`src/rtl/wb_debug_master_pkg.sv`:
```
// Shared SoC definitions for the byte-serial Wishbone debug master:
// command opcodes, default response bytes and the FSM state encoding.
package wb_debug_master_pkg;

    localparam logic [7:0] OP_READ      = 8'h52;
    localparam logic [7:0] OP_WRITE     = 8'h57;
    localparam logic [7:0] DEF_ACK_BYTE = 8'h06;
    localparam logic [7:0] DEF_NAK_BYTE = 8'h15;

    typedef enum logic [2:0] {
        ST_IDLE = 3'd0,
        ST_ADDR = 3'd1,
        ST_DATA = 3'd2,
        ST_BUS  = 3'd3,
        ST_RESP = 3'd4
    } state_t;

endpackage

```
`src/rtl/wb_debug_master.sv`:
```
// Byte-serial host command to single 16-bit Wishbone read/write bridge,
// answering each command with ACK(+data) or NAK bytes on the host link.
module wb_debug_master
    import wb_debug_master_pkg::*;
#(
    parameter int unsigned TIMEOUT  = 255,
    parameter logic [7:0]  NAK_BYTE = DEF_NAK_BYTE,
    parameter logic [7:0]  ACK_BYTE = DEF_ACK_BYTE
) (
    input  logic        clk_i,
    input  logic        rst_i,
    input  logic [7:0]  rx_dat_i,
    input  logic        rx_stb_i,
    output logic [7:0]  tx_dat_o,
    output logic        tx_stb_o,
    input  logic        tx_busy_i,
    output logic [31:0] wb_adr_o,
    output logic [15:0] wb_dat_o,
    input  logic [15:0] wb_dat_i,
    output logic [1:0]  wb_sel_o,
    output logic        wb_we_o,
    output logic        wb_cyc_o,
    output logic        wb_stb_o,
    input  logic        wb_ack_i,
    output logic        busy_o
);

    localparam logic [7:0] TMO_LAST = 8'(TIMEOUT - 32'd1);

    state_t      state_r, state_s;
    logic [1:0]  byte_cnt_r;
    logic [7:0]  tmo_cnt_r;
    logic        is_write_r;
    logic        resp_nak_r;
    logic [1:0]  resp_idx_r;
    logic        gap_r;
    logic [15:0] rd_data_r;
    logic [31:0] wb_adr_r;
    logic [15:0] wb_dat_r;
    logic [1:0]  wb_sel_r;
    logic        wb_we_r, wb_cyc_r, wb_stb_r;
    logic [7:0]  tx_dat_r;
    logic        tx_stb_r;
    logic        busy_r;

    logic        valid_op_s, ack_hit_s, tmo_hit_s, emit_s, last_s;
    logic [1:0]  resp_len_s;
    logic [7:0]  resp_byte_s;

    // Bus-cycle and response events plus the byte currently due on the link
    always_comb begin
        valid_op_s  = (rx_dat_i == OP_READ) || (rx_dat_i == OP_WRITE);
        ack_hit_s   = (state_r == ST_BUS) && wb_cyc_r && wb_ack_i;
        tmo_hit_s   = (state_r == ST_BUS) && wb_cyc_r && !wb_ack_i && (tmo_cnt_r == TMO_LAST);
        emit_s      = (state_r == ST_RESP) && !tx_busy_i && !gap_r;
        resp_len_s  = (resp_nak_r || is_write_r) ? 2'd1 : 2'd3;
        last_s      = (resp_idx_r == (resp_len_s - 2'd1));
        case (resp_idx_r)
            2'd0:    resp_byte_s = resp_nak_r ? NAK_BYTE : ACK_BYTE;
            2'd1:    resp_byte_s = rd_data_r[15:8];
            default: resp_byte_s = rd_data_r[7:0];
        endcase
    end

    // Next-state logic
    always_comb begin
        state_s = state_r;
        case (state_r)
            ST_IDLE: begin
                if (rx_stb_i) begin
                    state_s = valid_op_s ? ST_ADDR : ST_RESP;
                end else begin
                    state_s = ST_IDLE;
                end
            end
            ST_ADDR: begin
                if (rx_stb_i && (byte_cnt_r == 2'd3)) begin
                    state_s = is_write_r ? ST_DATA : ST_BUS;
                end else begin
                    state_s = ST_ADDR;
                end
            end
            ST_DATA: begin
                if (rx_stb_i && (byte_cnt_r == 2'd1)) begin
                    state_s = ST_BUS;
                end else begin
                    state_s = ST_DATA;
                end
            end
            ST_BUS: begin
                if (ack_hit_s || tmo_hit_s) begin
                    state_s = ST_RESP;
                end else begin
                    state_s = ST_BUS;
                end
            end
            ST_RESP: begin
                if (emit_s && last_s) begin
                    state_s = ST_IDLE;
                end else begin
                    state_s = ST_RESP;
                end
            end
            default: state_s = ST_IDLE;
        endcase
    end

    // State register and datapath; gap_r enforces one quiet cycle before each strobe
    always_ff @(posedge clk_i) begin
        if (rst_i) begin
            state_r    <= ST_IDLE;
            byte_cnt_r <= 2'd0;
            tmo_cnt_r  <= 8'd0;
            is_write_r <= 1'b0;
            resp_nak_r <= 1'b0;
            resp_idx_r <= 2'd0;
            gap_r      <= 1'b0;
            rd_data_r  <= 16'd0;
            wb_adr_r   <= 32'd0;
            wb_dat_r   <= 16'd0;
            wb_sel_r   <= 2'b00;
            wb_we_r    <= 1'b0;
            wb_cyc_r   <= 1'b0;
            wb_stb_r   <= 1'b0;
            tx_dat_r   <= 8'd0;
            tx_stb_r   <= 1'b0;
            busy_r     <= 1'b0;
        end else begin
            state_r  <= state_s;
            busy_r   <= (state_s != ST_IDLE);
            tx_stb_r <= 1'b0;
            case (state_r)
                ST_IDLE: begin
                    if (rx_stb_i) begin
                        is_write_r <= (rx_dat_i == OP_WRITE);
                        resp_nak_r <= !valid_op_s;
                        byte_cnt_r <= 2'd0;
                        resp_idx_r <= 2'd0;
                        gap_r      <= 1'b1;
                    end
                end
                ST_ADDR: begin
                    if (rx_stb_i) begin
                        wb_adr_r   <= {wb_adr_r[23:0], rx_dat_i};
                        byte_cnt_r <= byte_cnt_r + 2'd1;
                    end
                end
                ST_DATA: begin
                    if (rx_stb_i) begin
                        wb_dat_r   <= {wb_dat_r[7:0], rx_dat_i};
                        byte_cnt_r <= byte_cnt_r + 2'd1;
                    end
                end
                ST_BUS: begin
                    if (!wb_cyc_r) begin
                        wb_cyc_r  <= 1'b1;
                        wb_stb_r  <= 1'b1;
                        wb_we_r   <= is_write_r;
                        wb_sel_r  <= 2'b11;
                        tmo_cnt_r <= 8'd0;
                    end else if (ack_hit_s || tmo_hit_s) begin
                        wb_cyc_r   <= 1'b0;
                        wb_stb_r   <= 1'b0;
                        wb_we_r    <= 1'b0;
                        wb_sel_r   <= 2'b00;
                        resp_nak_r <= tmo_hit_s;
                        resp_idx_r <= 2'd0;
                        gap_r      <= 1'b1;
                        if (ack_hit_s && !is_write_r) begin
                            rd_data_r <= wb_dat_i;
                        end
                    end else begin
                        tmo_cnt_r <= tmo_cnt_r + 8'd1;
                    end
                end
                ST_RESP: begin
                    if (emit_s) begin
                        tx_stb_r   <= 1'b1;
                        tx_dat_r   <= resp_byte_s;
                        resp_idx_r <= resp_idx_r + 2'd1;
                        gap_r      <= 1'b1;
                    end else begin
                        gap_r <= 1'b0;
                    end
                end
                default: ;
            endcase
        end
    end

    assign tx_dat_o = tx_dat_r;
    assign tx_stb_o = tx_stb_r;
    assign wb_adr_o = wb_adr_r;
    assign wb_dat_o = wb_dat_r;
    assign wb_sel_o = wb_sel_r;
    assign wb_we_o  = wb_we_r;
    assign wb_cyc_o = wb_cyc_r;
    assign wb_stb_o = wb_stb_r;
    assign busy_o   = busy_r;

endmodule

```
`config.mk`:
```
export PLATFORM = sky130hd
export DESIGN_NAME = wb_debug_master
export DESIGN_NICKNAME = d
export VERILOG_FILES = /design/src/rtl/wb_debug_master_pkg.sv /design/src/rtl/wb_debug_master.sv
export SDC_FILE = /design/constraint.sdc
export NUM_CORES = 1
export LEC_CHECK = 0
export CAP_MARGIN = 20
export CORE_ASPECT_RATIO = 2
export CORE_MARGIN = 2
export CORE_UTILIZATION = 53
export DETAILED_ROUTE_END_ITERATION = 16
export PLACE_DENSITY_LB_ADDON = 0.05
export SYNTH_ARGS = -nofsm -noshare
export SYNTH_HDL_FRONTEND = slang
export SYNTH_SLANG_ARGS = --single-unit
```
`constraint.sdc`:
```
create_clock -name clk_i -period 3.8 [get_ports clk_i]
set_clock_uncertainty 0.1 [all_clocks]
set_input_delay 0.38 -clock clk_i [delete_from_list [all_inputs] [get_ports clk_i]]
set_output_delay 0.38 -clock clk_i [all_outputs]
set_load 0.02 [all_outputs]
```
==> impl_metrics.toml <==
[detailed_routing]
first_iter_violations = 167
wl_mm = 8.95
wl_per_cell_um = 14.2
ant_nets = 0
drt-vias-per-instance = 5.35
vias = 3358
drtPass1Iterations = 4
drc = 0

[setup_path]
arrival_ps = 2290
crit_fanout = 32
reg2reg_slack_ps = 1700
cp-end-kind = "register"
criticalPathCategory = "in -> reg"
regToRegEndpoint = "wb_adr_o[31]"
startpoint_type = "primary input"
worstReg2RegStart = "state_r[0]"
required_ps = 3900
r2r_cells = 4

[final_layout]
drive_gt1_share_pct = 6.16
area_growth_pct = 30.1
fin_nets = 566
fin_util_pct = 70.9
diodes = 0

[sta]
slew_viol_final = 0
worst_pin_slew_ps = 1010
max_freq_mhz = 456
grt_setup_unrepaired = "false"
min_period_ps = 2190
setup_viol = 0
tns_ps = 0
slew-limit-headroom_pct = 32.2
finalHoldViolations = 0
period_share_pct = 57.7

[synthesis]
ys_ff_latch = 95
netlist_area_mm2 = 0.00393
yosysUniqueCellTypes = 57
synth_edf_count = 0
ys_async_sr_fraction_pct = 0
ys.flop_type = "dfxtp_1"
avgSynthCellArea_um2 = 8.66
ys_seq_area_share_pct = 48.4
synthCells = 454
yosysWarningCount = 0
syn_nets = 489

[clock_tree]
clk_pin_slew_ps = 70
cts_resized = 0
cts_setup_buffers = 0
clockBufferDepth = 2
postCtsHoldBufs = 0
cts_tree = "done"
clock_sinks = 95
clock_tree.root_cell = "clkbuf_16"
cts-htree-levels = 3
insertion_delay_ps = 340
cts_made_buffers = 9

[grt]
antenna_found_initial = 0
grt_max_degree = 52
grt_pass1_wl_mm = 14.7
track_usage_pct = 22.6
grt_overflow = 0
grt_pass1_vias = 3185

[die]
die-area_mm2 = 0.00817
fp-row-count = 44
core_area_mm2 = 0.00721
start_util_pct = 54.5
die_w_um = 64.9
pin_count = 92
die_y_um = 126

[hold_path]
hp-class = "reg -> reg"
hold_start = "wb_dat_o[11]"
hold_end = "wb_dat_o[11]"
hold_path_depth = 2

[power_and_ir_drop]
pwr-share-seq_pct = 49.7
p_int_mw = 1.59
p_comb_share_pct = 5.8
clockPowerShare_pct = 44.5
p_sw_share_pct = 22.0
p_per_area_mw_per_mm2 = 399
switchingPower_mw = 0.448
vdd_ir_drop_max_mv = 0.305
p_leak_nw = 1.73

[placement]
gp_congestion = 0.895
hpwl_mm = 6.31
io_buffer_count = 91

[status]
status = "completed"

[job]
maxCapViolCount = 0
-- power groups by stage --
stage | Clock (mW) | Sequential, mW | Combinational, mW
after global routing | 0.961 | 1.02 | 0.129
after global placement | 0 | 1.04 | 0.118
after CTS | 0.926 | 1.01 | 0.120
after detailed placement | 0 | 1.04 | 0.119
after floorplan | 0 | 1.04 | 0.0571
final | 0.908 | 1.02 | 0.119
-- worst max-delay path by stage --
stage | from | endpoint | slack (ps) | cells after the start
floorplan | wb_cyc_o | rd_data_r[10] | 2100 | 6
global placement | rx_stb_i | wb_adr_o[5] | 1310 | 5
detailed placement | rx_stb_i | wb_adr_o[0] | 1250 | 5
CTS | rx_stb_i | wb_adr_o[31] | 1590 | 5
global route | rx_stb_i | wb_adr_o[0] | 1410 | 5
finish | rx_stb_i | wb_adr_o[31] | 1610 | 5
-- critical path, cell delays in order --
cell             delay [ps]
clkdlybuf4s50_1         630
nor2b_1                 280
nand2_1                 630
nand2_1                 260
a21oi_1                 100
-- per-stage QoR --
| step | cell area (um2) | power (mW) | std cells | setup slack, ps | hold slack [ps] |
|---|---|---|---|---|---|
| 3_5_place_dp | 4810 | 1.16 | 612 | 1250 | 347 |
| 2_1_floorplan | 3930 | 1.10 | 454 | 2100 | 352 |
| 3_3_place_gp | 4810 | 1.15 | 612 | 1310 | 342 |
| 6_report | 5110 | 2.04 | 628 | 1610 | 354 |
| 4_1_cts | 5110 | 2.06 | 628 | 1590 | 356 |
| 5_1_grt | 5110 | 2.11 | 628 | 1410 | 380 |
-- kinds of logic after synthesis --
logic type	synth area share, %
buffers and inverters	4.93
xor gates and xnor gates	0.446
AOI/OAI and AO/OA	17.1
and+or+nand+nor	22.6
DFF	48.4
muxes	4.58
adders and majority gates	1.91
-- synthesized netlist by cell type, types with 2 or more instances --
cell	count	area, um2
and3_1	2	12.5
nor3_1	4	20.0
a211oi_2	2	25.0
a31oi_1	2	12.5
nand3_1	6	30.0
nor2b_1	5	31.3
a21o_1	2	15.0
a221oi_1	3	26.3
a41oi_1	2	17.5
o21ai_0	5	25.0
o211ai_1	2	15.0
nand2b_1	5	31.3
buf_6	3	33.8
xor2_1	2	17.5
nor3b_1	5	37.5
dfxtp_1	95	1900
ha_1	6	75.1
and2_1	3	18.8
nor2_1	34	128
o31ai_1	2	15.0
clkbuf_1	18	67.6
mux2i_1	18	180
o2111ai_1	2	17.5
nand4_2	2	25.0
inv_1	6	22.5
o21a_1	2	15.0
a2bb2oi_1	2	17.5
buf_4	4	30.0
a211oi_1	7	52.6
nand2_1	109	409
a21oi_1	65	325
or3_1	3	18.8
or4_1	2	15.0
-- per-layer routing --
metal | up-vias | share of wire, % | wire (um) | global-route usage (%)
met5 | - | 0 | 0 | 0
met4 | 0 | 1.9 | 168 | 9.51
met3 | 15 | 3.7 | 332 | 4.46
met2 | 68 | 54 | 4820 | 40.6
met1 | 1554 | 41 | 3630 | 25.3
li1 | 1721 | - | - | -
-- sequential cells by signal, summed over array words and instances, names as in the netlist, 2 cells and up --
register	flops
wb_dat_o	16
byte_cnt_r	2
resp_idx_r	2
rd_data_r	16
wb_adr_o	32
tx_dat_o	8
tmo_cnt_r	8
state_r	3
-- layout by cell type, fill, tap and decap left out, types with 2 or more instances in the layout --
| master | instances |
|---|---|
| nand2_1 | 109 |
| dfxtp_1 | 95 |
| clkdlybuf4s50_1 | 90 |
| a21oi_1 | 65 |
| nor2_1 | 33 |
| mux2i_1 | 18 |
| clkbuf_16 | 9 |
| a211oi_1 | 7 |
| inv_1 | 6 |
| nand3_1 | 6 |
| ha_1 | 6 |
| o21ai_0 | 5 |
| nand2b_1 | 5 |
| nor2b_1 | 5 |
| nor3b_1 | 5 |
| nor3_1 | 4 |
| and2_1 | 3 |
| or3_1 | 3 |
| a221oi_1 | 3 |
| buf_4 | 3 |
| nand4_2 | 2 |
| o211ai_1 | 2 |
| a41oi_1 | 2 |
| nor2_2 | 2 |
| xor2_1 | 2 |
| o2111ai_1 | 2 |
| a2bb2oi_1 | 2 |
| a21o_1 | 2 |
| o31ai_1 | 2 |
| or4_1 | 2 |
| o21a_1 | 2 |
| and3_1 | 2 |
| a211oi_2 | 2 |
| a31oi_1 | 2 |
| clkinv_4 | 2 |
-- cell type report --
| cell class | count | area [um2] |
|---|---|---|
| clock buffers | 10 | 239 |
| clock inverters | 6 | 68.8 |
| fillers | 589 | 2100 |
| inverters | 6 | 22.5 |
| multi-input cells | 325 | 1840 |
| flip-flops and latches | 95 | 1900 |
| well taps | 92 | 115 |
| repair buffers | 94 | 928 |
Note: power is estimated with default switching activity, not from simulation.
